[config.mk]
export PLATFORM = sky130hd
export DESIGN_NAME = cnn_window_gen
export DESIGN_NICKNAME = d
export VERILOG_FILES = /design/src/rtl/cnn_pkg.sv /design/src/rtl/cnn_line_buffer.sv /design/src/rtl/cnn_window_gen.sv
export SDC_FILE = /design/constraint.sdc
export NUM_CORES = 1
export LEC_CHECK = 0
export ABC_AREA = 1
export BUFFER_PORTS_ARGS = -buffer_cell sky130_fd_sc_hd__buf_2
export CAP_MARGIN = 20
export CORE_UTILIZATION = 50
export CTS_BUF_LIST = sky130_fd_sc_hd__clkbuf_8 sky130_fd_sc_hd__clkbuf_16
export DETAILED_ROUTE_END_ITERATION = 7
export GPL_TIMING_DRIVEN = 0
export PLACE_DENSITY = 0.7
export REMOVE_ABC_BUFFERS = 1
export SLEW_MARGIN = 20
export SYNTH_ARGS = -nofsm -noshare
export SYNTH_HDL_FRONTEND = slang
export SYNTH_SLANG_ARGS = --single-unit
[constraint.sdc]
create_clock -name clk -period 11 [get_ports clk]
set_clock_uncertainty 0.05 [all_clocks]
set_input_delay 2.2 -clock clk [delete_from_list [all_inputs] [get_ports clk]]
set_output_delay 2.2 -clock clk [all_outputs]
set_load 0.1 [all_outputs]
[src/rtl/cnn_pkg.sv]
// cnn_pkg: shared width, tap indices, FSM state and boundary value
// for the 3x3 CNN window generator.
package cnn_pkg;

  localparam int WIDTH = 8;

  localparam int TAP_NW = 1;
  localparam int TAP_N  = 2;
  localparam int TAP_NE = 3;
  localparam int TAP_W  = 4;
  localparam int TAP_C  = 5;
  localparam int TAP_E  = 6;
  localparam int TAP_SW = 7;
  localparam int TAP_S  = 8;
  localparam int TAP_SE = 9;

  typedef enum logic [1:0] {
    FILL,
    RUN,
    FLUSH
  } win_state_t;

  localparam int BND_ZERO = 0;

endpackage

[src/rtl/cnn_line_buffer.sv]
// cnn_line_buffer: DEPTH x DATA_W circular RAM, one write and one
// registered read per cycle.
// Ports: clk, rst (async, high), we_i/waddr_i/wdata_i write side,
// raddr_i read address, rdata_o = mem[raddr_i] one cycle later.
module cnn_line_buffer
  import cnn_pkg::*;
#(
  parameter int DATA_W = WIDTH,
  parameter int DEPTH  = 64,
  localparam int AW    = $clog2(DEPTH)
) (
  input  logic              clk,
  input  logic              rst,
  input  logic              we_i,
  input  logic [AW-1:0]     waddr_i,
  input  logic [DATA_W-1:0] wdata_i,
  input  logic [AW-1:0]     raddr_i,
  output logic [DATA_W-1:0] rdata_o
);

  logic [DATA_W-1:0] mem_q [DEPTH];
  logic [DATA_W-1:0] rdata_q;

  always_ff @(posedge clk) begin
    if (we_i) mem_q[waddr_i] <= wdata_i;
  end

  always_ff @(posedge clk or posedge rst) begin
    if (rst) rdata_q <= '0;
    else     rdata_q <= mem_q[raddr_i];
  end

  assign rdata_o = rdata_q;

endmodule

[src/rtl/cnn_window_gen.sv]
// cnn_window_gen: raster stream in, 3x3 neighbourhood W1..W9 out
// (W5 = centre), one window per pixel, in raster order.
// Ports: clk, rst (async, high); in_pix/in_valid/in_ready input
// stream; W1..W9/out_valid/out_ready/out_last window stream.
// Build option CNN_WIN_REPLICATE_EN: edge-replicate boundary
// instead of zero boundary.
module cnn_window_gen
  import cnn_pkg::*;
#(
  parameter int DATA_W = WIDTH,
  parameter int IMG_W  = 64,
  parameter int IMG_H  = 64
) (
  input  logic                     clk,
  input  logic                     rst,
  input  logic signed [DATA_W-1:0] in_pix,
  input  logic                     in_valid,
  output logic                     in_ready,
  output logic signed [DATA_W-1:0] W1,
  output logic signed [DATA_W-1:0] W2,
  output logic signed [DATA_W-1:0] W3,
  output logic signed [DATA_W-1:0] W4,
  output logic signed [DATA_W-1:0] W5,
  output logic signed [DATA_W-1:0] W6,
  output logic signed [DATA_W-1:0] W7,
  output logic signed [DATA_W-1:0] W8,
  output logic signed [DATA_W-1:0] W9,
  output logic                     out_valid,
  input  logic                     out_ready,
  output logic                     out_last
);

  localparam int N  = IMG_W * IMG_H;
  localparam int PW = $clog2(IMG_W);
  localparam int RW = $clog2(IMG_H);
  localparam int CW = $clog2(N + 1);

  localparam logic [PW-1:0] COL_LAST = PW'(IMG_W - 1);
  localparam logic [RW-1:0] ROW_LAST = RW'(IMG_H - 1);
  localparam logic [CW-1:0] CNT_FILL = CW'(IMG_W);
  localparam logic [CW-1:0] CNT_LAST = CW'(N - 1);

  win_state_t        state_q;
  logic [CW-1:0]     in_cnt_q;
  logic [PW-1:0]     ptr_q, ptr_d;
  logic [PW-1:0]     ocol_q;
  logic [RW-1:0]     orow_q;
  logic [DATA_W-1:0] c0_q [3];
  logic [DATA_W-1:0] c1_q [3];
  logic [DATA_W-1:0] win_q [1:9];
  logic [DATA_W-1:0] raw [1:9];
  logic [DATA_W-1:0] tap_d [1:9];
  logic [DATA_W-1:0] rd0, rd1;
  logic              out_valid_q, out_last_q;
  logic              slot_free, in_fire, fl_emit;
  logic              emit, step, last_xfer;

  assign slot_free = !out_valid_q || out_ready;
  assign in_ready  = !rst && (state_q != FLUSH) && slot_free;
  assign in_fire   = in_valid && in_ready;
  // Flush stops once the last window is waiting to be taken.
  assign fl_emit   = (state_q == FLUSH) && slot_free &&
                     !(out_valid_q && out_last_q);
  assign emit      = ((state_q == RUN) && in_fire) || fl_emit;
  assign step      = in_fire || fl_emit;
  assign last_xfer = out_valid_q && out_ready && out_last_q;

  always_comb begin
    ptr_d = ptr_q;
    if (last_xfer)
      ptr_d = '0;
    else if (step)
      ptr_d = (ptr_q == COL_LAST) ? '0 : ptr_q + 1'b1;
  end

  // Reads are issued at the next pointer so the word for the
  // current column is already registered when the pixel arrives.
  cnn_line_buffer #(
    .DATA_W (DATA_W),
    .DEPTH  (IMG_W)
  ) u_lb0 (
    .clk     (clk),
    .rst     (rst),
    .we_i    (step),
    .waddr_i (ptr_q),
    .wdata_i (in_pix),
    .raddr_i (ptr_d),
    .rdata_o (rd0)
  );

  cnn_line_buffer #(
    .DATA_W (DATA_W),
    .DEPTH  (IMG_W)
  ) u_lb1 (
    .clk     (clk),
    .rst     (rst),
    .we_i    (step),
    .waddr_i (ptr_q),
    .wdata_i (rd0),
    .raddr_i (ptr_d),
    .rdata_o (rd1)
  );

  // Right column comes straight from the buffers and input.
  always_comb begin
    raw[TAP_NW] = c0_q[0];
    raw[TAP_N]  = c1_q[0];
    raw[TAP_NE] = rd1;
    raw[TAP_W]  = c0_q[1];
    raw[TAP_C]  = c1_q[1];
    raw[TAP_E]  = rd0;
    raw[TAP_SW] = c0_q[2];
    raw[TAP_S]  = c1_q[2];
    raw[TAP_SE] = in_pix;
  end

`ifdef CNN_WIN_REPLICATE_EN
  // Columns first, then rows, so corners take the corner pixel.
  always_comb begin
    for (int i = 1; i <= 9; i++) tap_d[i] = raw[i];
    for (int r = 0; r < 3; r++) begin
      if (ocol_q == '0)
        tap_d[3*r+1] = raw[3*r+2];
      if (ocol_q == COL_LAST)
        tap_d[3*r+3] = raw[3*r+2];
    end
    if (orow_q == '0)
      for (int i = 1; i <= 3; i++) tap_d[i] = tap_d[i+3];
    if (orow_q == ROW_LAST)
      for (int i = 7; i <= 9; i++) tap_d[i] = tap_d[i-3];
  end
`else
  localparam logic [DATA_W-1:0] BND = DATA_W'(BND_ZERO);

  always_comb begin
    for (int i = 1; i <= 9; i++) tap_d[i] = raw[i];
    if (orow_q == '0) begin
      tap_d[TAP_NW] = BND;
      tap_d[TAP_N]  = BND;
      tap_d[TAP_NE] = BND;
    end
    if (orow_q == ROW_LAST) begin
      tap_d[TAP_SW] = BND;
      tap_d[TAP_S]  = BND;
      tap_d[TAP_SE] = BND;
    end
    if (ocol_q == '0) begin
      tap_d[TAP_NW] = BND;
      tap_d[TAP_W]  = BND;
      tap_d[TAP_SW] = BND;
    end
    if (ocol_q == COL_LAST) begin
      tap_d[TAP_NE] = BND;
      tap_d[TAP_E]  = BND;
      tap_d[TAP_SE] = BND;
    end
  end
`endif

  always_ff @(posedge clk or posedge rst) begin
    if (rst) begin
      state_q     <= FILL;
      in_cnt_q    <= '0;
      ptr_q       <= '0;
      ocol_q      <= '0;
      orow_q      <= '0;
      out_valid_q <= 1'b0;
      out_last_q  <= 1'b0;
      for (int i = 1; i <= 9; i++) win_q[i] <= '0;
      for (int i = 0; i < 3; i++) begin
        c0_q[i] <= '0;
        c1_q[i] <= '0;
      end
    end else begin
      ptr_q <= ptr_d;
      if (step) begin
        c0_q    <= c1_q;
        c1_q[0] <= rd1;
        c1_q[1] <= rd0;
        c1_q[2] <= in_pix;
      end
      if (emit) begin
        win_q       <= tap_d;
        out_valid_q <= 1'b1;
        out_last_q  <= (orow_q == ROW_LAST) &&
                       (ocol_q == COL_LAST);
        if (ocol_q == COL_LAST) begin
          ocol_q <= '0;
          orow_q <= (orow_q == ROW_LAST) ? '0 : orow_q + 1'b1;
        end else begin
          ocol_q <= ocol_q + 1'b1;
        end
      end else if (out_ready) begin
        out_valid_q <= 1'b0;
        out_last_q  <= 1'b0;
      end
      unique case (state_q)
        FILL: begin
          if (in_fire) begin
            in_cnt_q <= in_cnt_q + 1'b1;
            if (in_cnt_q == CNT_FILL) state_q <= RUN;
          end
        end
        RUN: begin
          if (in_fire) begin
            in_cnt_q <= in_cnt_q + 1'b1;
            if (in_cnt_q == CNT_LAST) state_q <= FLUSH;
          end
        end
        FLUSH: begin
          if (last_xfer) begin
            state_q  <= FILL;
            in_cnt_q <= '0;
            ocol_q   <= '0;
            orow_q   <= '0;
          end
        end
        default: state_q <= FILL;
      endcase
    end
  end

  assign W1        = win_q[TAP_NW];
  assign W2        = win_q[TAP_N];
  assign W3        = win_q[TAP_NE];
  assign W4        = win_q[TAP_W];
  assign W5        = win_q[TAP_C];
  assign W6        = win_q[TAP_E];
  assign W7        = win_q[TAP_SW];
  assign W8        = win_q[TAP_S];
  assign W9        = win_q[TAP_SE];
  assign out_valid = out_valid_q;
  assign out_last  = out_last_q;

endmodule

==> impl_metrics.toml <==
[outcome]
status = "finished clean"

[final_layout]
regArea_um2 = 35100
fin_nets = 4871
final_area_um2 = 58400
area_growth_syn_to_layout_pct = 12.1
layout_commonest_cell = "nand3_1"
multi_input_area_um2 = 13300
mostFrequentLayoutCells = "nand3_1 (1154), edfxtp_1 (1024), nand2_1 (970)"
antenna_cells = 0
fillers = 8307
drive_gt1_share_pct = 8.97
postLayoutCoreUtil_pct = 56.5

[global_routing]
grtUsageMet3_pct = 4.13
grt.overflow.total = 0
grt_max_degree = 119
top_usage_layer = "met2"
grt.total_usage_pct = 24.8
grt_pass1_vias = 34300
grt_first_pass_wirelength_mm = 202
grt_antenna_before_repair = 3
grt_util_met2_pct = 39.9
use_met1_pct = 34.1

[synthesis]
synth_area_leader_cell = "edfxtp_1"
synth_cells = 4850
yosys_warnings = 0
synth_xor_area_share_pct = 0.0672
synth_compound_area_share_pct = 0.574
synth_top_cell_area_share_pct = 59.0
synth_cell_type_count = 36
yosys.area_share.adder_pct = 0.168
synth_area_per_cell_um2 = 10.7
synth.area.mux_share_pct = 0
ys_seq_area_share_pct = 67.2
netlist_area_um2 = 52100
yosys-top-cells-area = "edfxtp_1 (59%), nand3_1 (11%), dfrtp_1 (8.2%)"
synth_top_family_by_area = "simple AND/OR/NAND/NOR gates"
synth_seq_cells = 1195
yosys.area_share.simple_pct = 24.2

[clock_tree]
post-cts-setup-buffers = 0
hold_buffers = 0
clk_path_buf_depth = 3
cts_resized = 0
cts_made_buffers = 119
clk_pin_slew_ns = 0.06
clock_latency_ns = 0.71
cts_root_buf = "clkbuf_16"
cts_sinks = 1195
cts_tree = "built"
htreeDepth = 3

[floorplan]
num_rows = 118
die_w_um = 325
start_util_pct = 50.4
fp.dieH_um = 325
dieArea_um2 = 106000
ioPinCount = 87
core_um2 = 103000

[timing]
setup_viol = 0
max_freq_mhz = 123
post-route-period-util_pct = 73.7
hold_viol = 0
fin_tns_setup_ns = 0
drv_slew = 0
relSlewSlack_pct = 23.1
rsz0062_at_grt = "false"
finalCriticalPeriod_ns = 8.11
tightest_slew_ns = 1.15

[setup_path]
critPathRequiredTime_ns = 11.55
crit_arrival_ns = 8.65
cp_max_fo = 97
cp-start-kind = "input port"
path_class = "input port to flip-flop"
endpoint_kind = "flip-flop"
r2r_slack_ns = 4.41
r2r-end = "u_lb1.rdata_o[3]"
worst_r2r_path_depth = 20
timing.rr.start = "out_valid"

[job]
maxCapViolCount = 0

[pwr]
p_leak_nw = 23.9
vdd_drop_max_mv = 0.252
power.total_w = 0.0141
p_per_area_nw_per_um2 = 241

[routing]
vias = 35700
routed_wl_mm = 132
drt-initial-drc-count = 4127
ant_nets = 0
viasPerCell = 5.64
post_drt_wl_per_cell_um = 20.9
drc = 0
dr.pass1.iters = 5

[min_path]
hold_depth = 2
hp-start = "W5[2]"
min_to = "W5[2]"
hp-class = "flip-flop to flip-flop"

[placement]
place_area_um2 = 54700
port_buffers = 86
dp_hpwl_mm = 74.7
place.gp.congestion = 0.849
## where the power goes
group          internal, W  switching (W)
registers          0.00547       0.000336
logic              0.00110        0.00336
clock network      0.00210        0.00169
total              0.00867        0.00538
## state kept, by name, indices dropped and copies added (netlist names), 2 cells and up
name / cells
ptr_q: 6
in_cnt_q: 13
W9: 8
u_lb0.rdata_o: 8
ocol_q: 6
u_lb1.rdata_o: 8
c0_q: 24
W1: 8
c1_q: 24
W6: 8
W7: 8
orow_q: 6
W2: 8
W3: 8
W8: 8
W4: 8
W5: 8
u_lb0.mem_q: 512
state_q: 2
u_lb1.mem_q: 512
## cell usage after synthesis, drive strengths merged
library cell / count
nand3: 1159
edfxtp: 1024
nand2: 978
inv: 681
nand3b: 336
buf: 229
dfrtp: 171
nor2: 95
clkbuf: 76
o21ai: 32
nor3: 18
a21oi: 16
nand4: 11
ha: 7
xor2: 3
a31oi: 2
nor4: 2
o31ai: 2
a211oi: 1
a221oi: 1
and2: 1
and3: 1
nor3b: 1
o21a: 1
o21bai: 1
xnor2: 1
## cell type report
cell class / count / share of cell area, %
repair buffers: 186 / 3.64
clock buffers: 124 / 5.22
inverters: 681 / 4.44
flip-flops and latches: 1195 / 60.0
multi-input cells: 2669 / 22.7
well taps: 1380 / 2.96
clock inverters: 95 / 1.01
## layer usage
layer  up-vias  part of all wire [%]  wire length, um
met2      1681                    47            62800
met3       270                   8.9            11800
met1     17300                    41            53600
met5         -                0.0053                7
met4         2                   3.2             4210
li1      16400                     -                -
## critical path: stages
cell and delay (ns):
buf_2 0.13, inv_8 0.35, nand4_2 0.42, nand2_4 0.70
nand2_2 0.21, nand2_8 0.55, buf_16 0.38, buf_16 0.39
nand2_8 0.40, buf_16 0.35, buf_16 0.25, inv_4 0.43
buf_12 0.30, nand2_1 0.08, nand2_1 0.07, nand2_1 0.05
nand3_1 0.10, nand3_1 0.10, nand3_1 0.24, nand3_1 0.27
nand2_1 0.26
## worst max-delay path by stage
stage | start | to | slack [ns]
floorplan | out_ready | u_lb0.rdata_o[2] | -8.02
global placement | out_ready | u_lb1.rdata_o[7] | -26.04
detailed placement | rst | u_lb1.rdata_o[3] | 2.51
CTS | rst | u_lb1.rdata_o[3] | 3.22
global route | rst | u_lb1.rdata_o[3] | 2.68
finish | rst | u_lb1.rdata_o[3] | 2.89
## logic make-up after synthesis
kind of cell,after synthesis
AO/OA/AOI/OAI,56
XOR/XNOR,4
buffers and inverters,986
flip-flops,1195
adder cells (fa/ha/maj),7
AND/OR/NAND/NOR,2602
## through the flow
| stage | worst slack, ns | hold slack, ns | instances |
|---|---|---|---|
| final | 2.89 | 0.416 | 6330 |
| after global routing | 2.68 | 0.435 | 6330 |
| after CTS | 3.22 | 0.419 | 6329 |
| after detailed placement | 2.51 | 0.404 | 6110 |
| after global placement | -26.04 | 0.400 | 6011 |
| after floorplan | -8.02 | 0.393 | 4545 |
No activity file was read; power rests on OpenSTA's default activity.
